## src/rtl/mux_arb_2to1_pkg.sv

```systemverilog
// Shared definitions for the two-requester round-robin mux arbiter.
package mux_arb_2to1_pkg;

  typedef enum logic [1:0] {
    ST_IDLE = 2'd0,
    ST_GNT0 = 2'd1,
    ST_GNT1 = 2'd2
  } state_t;

  // Width needed to hold beat counts 0..max_burst
  function automatic int beat_cnt_w(input int max_burst);
    return $clog2(max_burst + 1);
  endfunction

endpackage

```

## src/rtl/mux_2to1_w.sv

```systemverilog
// Plain 2:1 data mux, widened to DATA_W bits; sel=1 picks in_1.
module mux_2to1_w #(
  parameter int DATA_W = 8
) (
  input  logic              sel,
  input  logic [DATA_W-1:0] in_0,
  input  logic [DATA_W-1:0] in_1,
  output logic [DATA_W-1:0] out
);

  assign out = sel ? in_1 : in_0;

endmodule

```

## src/rtl/mux_arb_2to1.sv

```systemverilog
// Round-robin arbiter owning the select of a 2:1 mux; grants are held for
// bursts of up to MAX_BURST accepted beats, then rotated to the other side.
module mux_arb_2to1
  import mux_arb_2to1_pkg::*;
#(
  parameter int DATA_W    = 8,
  parameter int MAX_BURST = 4
) (
  input  logic                               clk,
  input  logic                               rst_n,
  input  logic [1:0]                         req,
  input  logic [DATA_W-1:0]                  in_0,
  input  logic [DATA_W-1:0]                  in_1,
  output logic [1:0]                         gnt,
  output logic                               sel,
  output logic [DATA_W-1:0]                  out_data,
  output logic                               out_valid,
  input  logic                               out_ready,
  output logic [beat_cnt_w(MAX_BURST)-1:0]   beat_cnt
);

  localparam int CNT_W = beat_cnt_w(MAX_BURST);
  localparam logic [CNT_W-1:0] LAST_BEAT = CNT_W'(MAX_BURST - 1);

  state_t           state;
  state_t           next_state;
  logic [CNT_W-1:0] next_cnt;
  logic             rr_ptr;
  logic             next_rr;
  logic             next_sel;
  logic             beat;
  logic             cur;
  logic             other;
  logic             burst_end;

  always_comb begin
    case (state)
      ST_GNT0: gnt = 2'b01;
      ST_GNT1: gnt = 2'b10;
      default: gnt = 2'b00;
    endcase
  end

  assign out_valid = gnt[sel] & req[sel];
  assign beat      = out_valid & out_ready;
  assign cur       = (state == ST_GNT1);
  assign other     = ~cur;

  // A burst ends on its last accepted beat or when the owner drops req;
  // the other side takes over directly if it is waiting.
  always_comb begin
    next_state = state;
    next_cnt   = beat_cnt;
    next_rr    = rr_ptr;
    next_sel   = sel;
    burst_end  = 1'b0;
    case (state)
      ST_IDLE: begin
        if (req[0] && (!req[1] || !rr_ptr)) begin
          next_state = ST_GNT0;
          next_sel   = 1'b0;
        end else if (req[1]) begin
          next_state = ST_GNT1;
          next_sel   = 1'b1;
        end
      end
      ST_GNT0, ST_GNT1: begin
        burst_end = (beat && (beat_cnt == LAST_BEAT)) || !req[cur];
        if (burst_end) begin
          next_rr  = other;
          next_cnt = '0;
          if (req[other]) begin
            next_state = other ? ST_GNT1 : ST_GNT0;
            next_sel   = other;
          end else if (!req[cur]) begin
            next_state = ST_IDLE;
          end
        end else begin
          next_cnt = beat_cnt + CNT_W'(beat);
        end
      end
      default: next_state = ST_IDLE;
    endcase
  end

  always_ff @(posedge clk or negedge rst_n) begin
    if (!rst_n) begin
      state    <= ST_IDLE;
      beat_cnt <= '0;
      rr_ptr   <= 1'b0;
      sel      <= 1'b0;
    end else begin
      state    <= next_state;
      beat_cnt <= next_cnt;
      rr_ptr   <= next_rr;
      sel      <= next_sel;
    end
  end

  mux_2to1_w #(.DATA_W(DATA_W)) u_mux (
    .sel  (sel),
    .in_0 (in_0),
    .in_1 (in_1),
    .out  (out_data)
  );

endmodule

```

## config.mk

```make
export PLATFORM = sky130hd
export DESIGN_NAME = mux_arb_2to1
export DESIGN_NICKNAME = d
export VERILOG_FILES = /design/src/rtl/mux_arb_2to1_pkg.sv /design/src/rtl/mux_2to1_w.sv /design/src/rtl/mux_arb_2to1.sv
export SDC_FILE = /design/constraint.sdc
export NUM_CORES = 1
export LEC_CHECK = 0
export ABC_AREA = 1
export CORE_AREA = 2 2 39 41
export DETAILED_ROUTE_END_ITERATION = 8
export DIE_AREA = 0 0 41 43
export DONT_BUFFER_PORTS = 1
export PLACE_DENSITY_LB_ADDON = 0.1
export SLEW_MARGIN = 10
export SYNTH_ARGS = -nofsm -noshare
export SYNTH_HDL_FRONTEND = slang
export SYNTH_SLANG_ARGS = --single-unit
```

## constraint.sdc

```tcl
create_clock -name clk -period 2.8 [get_ports clk]
set_input_delay 0.56 -clock clk [delete_from_list [all_inputs] [get_ports clk]]
set_output_delay 0.56 -clock clk [all_outputs]
set_load 0.05 [all_outputs]
```

==> qor.yml <==
final_layout:
  layout-drive-gt1-share_pct: 12.5
  area.growth.synth_to_final_pct: 6.50
  num-nets-final: 134
  finalInstanceArea_um2: 738
  post_route_utilization_pct: 53.3
  antenna-diode-count: 0
  post_layout_nonfiller_instances: 120
routing:
  detail_route.iter0.violations: 13
  detail_route.vias_per_cell: 5.09
  post_drt_wl_per_cell_um: 11.9
  drc: 0
  via_count: 611
  dr.pass1.iters: 4
  totalWireLength_mm: 1.42
  drtAntennaViolNets: 0
floorplanning:
  row_count: 14
  initial_core_util_pct: 50.1
  die_width_um: 41
  fp.coreArea_um2: 1380
  die_height_um: 43
  ios: 36
  die_area_um2: 1760
global_routing:
  grt_pass1_vias: 506
  grt_pass1_wl_mm: 2.20
  grt_start_max_net_pins: 13
  grt_remaining_overflow: 0
  antenna_found_initial: 0
  track_usage_pct: 19.1
sta:
  total_count_of_max_transition_violations_in_the_final_report: 0
  worst_slew_margin_rel_pct: 63.7
  finalWorstPathRequiredPeriod_ps: 2090
  timing.setup.tns_ps: 0
  clock-skew-final_ps: 0.939
  timing_hold_violations_final: 0
  layout_worst_path_cycle_share_pct: 74.6
  worst-slew-pin-transition_ps: 545
  max_clock_freq_ghz: 0.479
  setup_viol: 0
  rsz0062_at_grt: "false"
status:
  run_status: "completed"
synthesis:
  yosysWarningCount: 0
  synth_async_sr_flop_share_pct: 100
  ys_ff_latch: 7
  post-synth-top-count-cell: "sky130_fd_sc_hd__nand2_1"
  ys_top_cells_by_area: "sky130_fd_sc_hd__dfrtp_1, sky130_fd_sc_hd__nand2_1, sky130_fd_sc_hd__ha_1, sky130_fd_sc_hd__nand3_1, sky130_fd_sc_hd__inv_1"
  synthCells: 100
  number_of_different_library_cells_in_the_post_synthesis_netlist: 23
  synth_enable_flop_cells: 0
  sequential_share_of_the_synthesized_area_pct: 25.3
  postSynthNetCount: 129
  synth_top_area_share_pct: 25.3
  average_instance_area_after_synthesis_um2: 6.93
  synth_top_cells_by_count: "sky130_fd_sc_hd__nand2_1, sky130_fd_sc_hd__ha_1, sky130_fd_sc_hd__nand3_1"
  ys_dominant_reg_cell: "sky130_fd_sc_hd__dfrtp_1"
  synth_top_area_cell: "sky130_fd_sc_hd__dfrtp_1"
  syn_area_um2: 693
setup_path:
  critPathLaunch: "state[0]"
  crit_path_start_kind: "flip-flop"
  r2r_end: "beat_cnt[2]"
  setup.reg_to_reg.worst_slack_ps: 840
  timing_worst_setup_path_type: "reg2out"
  reg2reg_from: "state[0]"
  critical_path_required_time_ps: 2240
  timing.reg2reg.worst_path_depth: 9
  timing.critical_path.to_type: "primary output"
  cp_data_arrival_time_ps: 1530
  critical_path.max_fanout: 7
power_and_ir_drop:
  clockPowerShare_pct: 9.9
  design_power_total_mw: 1.01
  power.leakage_nw: 0.399
  intPower_mw: 0.366
  p_seq_share_pct: 20.5
  share_comb_of_total_power_pct: 69.6
  net-switching-power_mw: 0.642
  ratio_of_total_power_to_cell_area_nw_per_um2: 1370
  switching_share_pct: 63.7
  ir_drop_worst_case_vdd_uv: 699
worst_hold_path:
  hold_path_depth: 2
  worst_hold_path_startpoint: "rr_ptr"
  worstHoldEndpoint: "rr_ptr"
  holdCritPathClass: "reg2reg"
clock_tree:
  cts_tree: "done"
  ctsResizeCount: 0
  numCtsBuffers: 3
  cts_max_level: 1
  clk-insertion-delay-late_ps: 260
  cts.clk_slew.worst_paths_ps: 60
  post-cts-setup-buffers: 0
  root_buffer: "sky130_fd_sc_hd__clkbuf_4"
  cts_num_sinks: 7
  clock_tree.buffer_depth: 2
  cts-hold-fix-buffers: 1
placement:
  detailed_place.area_um2: 702
  place.gp.congestion: 0.892
  dp.final_hpwl_mm: 1.14
  place_inst: 115
  port_buffers: 0
run:
  drv.max_cap_violation_count: 0
power by group through the flow:
stage | Combinational [mW] | Clock [mW] | Sequential [mW]
after floorplan | 0.625 | 0 | 0.224
after global placement | 0.699 | 0 | 0.209
after detailed placement | 0.700 | 0 | 0.209
after CTS | 0.705 | 0.102 | 0.207
after global routing | 0.775 | 0.107 | 0.213
final | 0.702 | 0.0997 | 0.206
cell type report:
cell class	count	area, um2
Clock buffer	4	26.3
Inverter	9	33.8
Tap cell	16	20.0
Fill cell	137	646
Timing Repair Buffer	2	17.5
Multi-Input combinational cell	82	465
Sequential cell	7	175
routing by layer:
layer	part of all wire (%)	vias up	GRT usage [%]	wire, um
met5	0	-	0	0
met4	2.9	0	14.0	42
met3	6.0	4	5.24	85
met2	45	21	25.6	636
met1	46	257	24.9	660
li1	-	329	-	-
sequential cells by signal, summed over array words and instances (netlist names):
register  cells
beat_cnt      3
state         2
sel           1
rr_ptr        1
cells by family (layout without fill, tap and decap cells):
kind of cell | count (synthesis) | after routing | synth area share [%]
simple gates | 63 | 63 | 42.6
flops | 7 | 7 | 25.3
compound gates | 10 | 10 | 8.84
xor+xnor | 1 | 1 | 1.26
fa+ha+maj | 8 | 8 | 14.4
buf+inv | 11 | 15 | 7.58
worst max-delay path: stages, from the launching register on:
cell and delay [ps]:
sky130_fd_sc_hd__dfrtp_1 420, sky130_fd_sc_hd__inv_1 120, sky130_fd_sc_hd__ha_1 300, sky130_fd_sc_hd__nand3_1 140, sky130_fd_sc_hd__nand2_2 290
worst max-delay path by stage:
stage                  endpoint  slack (ps)  cells past startpoint
floorplan           beat_cnt[2]         980                      8
global placement    beat_cnt[2]         920                      9
detailed placement  beat_cnt[2]         860                      9
CTS                   out_valid         700                      4
global route        beat_cnt[2]         580                      9
finish                out_valid         710                      4
layout by cell type (no fill, tap or decap):
| master | Yosys | layout |
|---|---|---|
| sky130_fd_sc_hd__o21ai_1 | 1 | 1 |
| sky130_fd_sc_hd__and2_4 | 1 | 1 |
| sky130_fd_sc_hd__nand2_1 | 43 | 43 |
| sky130_fd_sc_hd__clkbuf_1 | 0 | 1 |
| sky130_fd_sc_hd__inv_1 | 7 | 7 |
| sky130_fd_sc_hd__a21boi_0 | 2 | 2 |
| sky130_fd_sc_hd__o211ai_1 | 1 | 1 |
| sky130_fd_sc_hd__nand4_1 | 3 | 3 |
| sky130_fd_sc_hd__buf_4 | 1 | 1 |
| sky130_fd_sc_hd__nor2_1 | 2 | 2 |
| sky130_fd_sc_hd__xnor2_1 | 1 | 1 |
| sky130_fd_sc_hd__nand3_4 | 1 | 1 |
| sky130_fd_sc_hd__clkbuf_4 | 0 | 3 |
| sky130_fd_sc_hd__nand3_2 | 1 | 1 |
| sky130_fd_sc_hd__nand2_2 | 2 | 2 |
| sky130_fd_sc_hd__ha_1 | 8 | 8 |
| sky130_fd_sc_hd__nand2_4 | 1 | 1 |
| sky130_fd_sc_hd__nand3b_1 | 1 | 1 |
| sky130_fd_sc_hd__nand3_1 | 8 | 8 |
| sky130_fd_sc_hd__o21ai_0 | 3 | 3 |
| sky130_fd_sc_hd__o21ai_2 | 1 | 1 |
| sky130_fd_sc_hd__dlygate4sd3_1 | 0 | 1 |
| sky130_fd_sc_hd__dfrtp_1 | 7 | 7 |
| sky130_fd_sc_hd__inv_2 | 2 | 2 |
| sky130_fd_sc_hd__a21oi_1 | 2 | 2 |
through the flow:
step / hold WS (ps) / setup WS, ps
floorplan: 264 / 982
global placement: 265 / 918
detailed placement: 265 / 857
CTS: 499 / 697
global route: 527 / 575
finish: 491 / 711
Power figures use the tool's default switching activity.
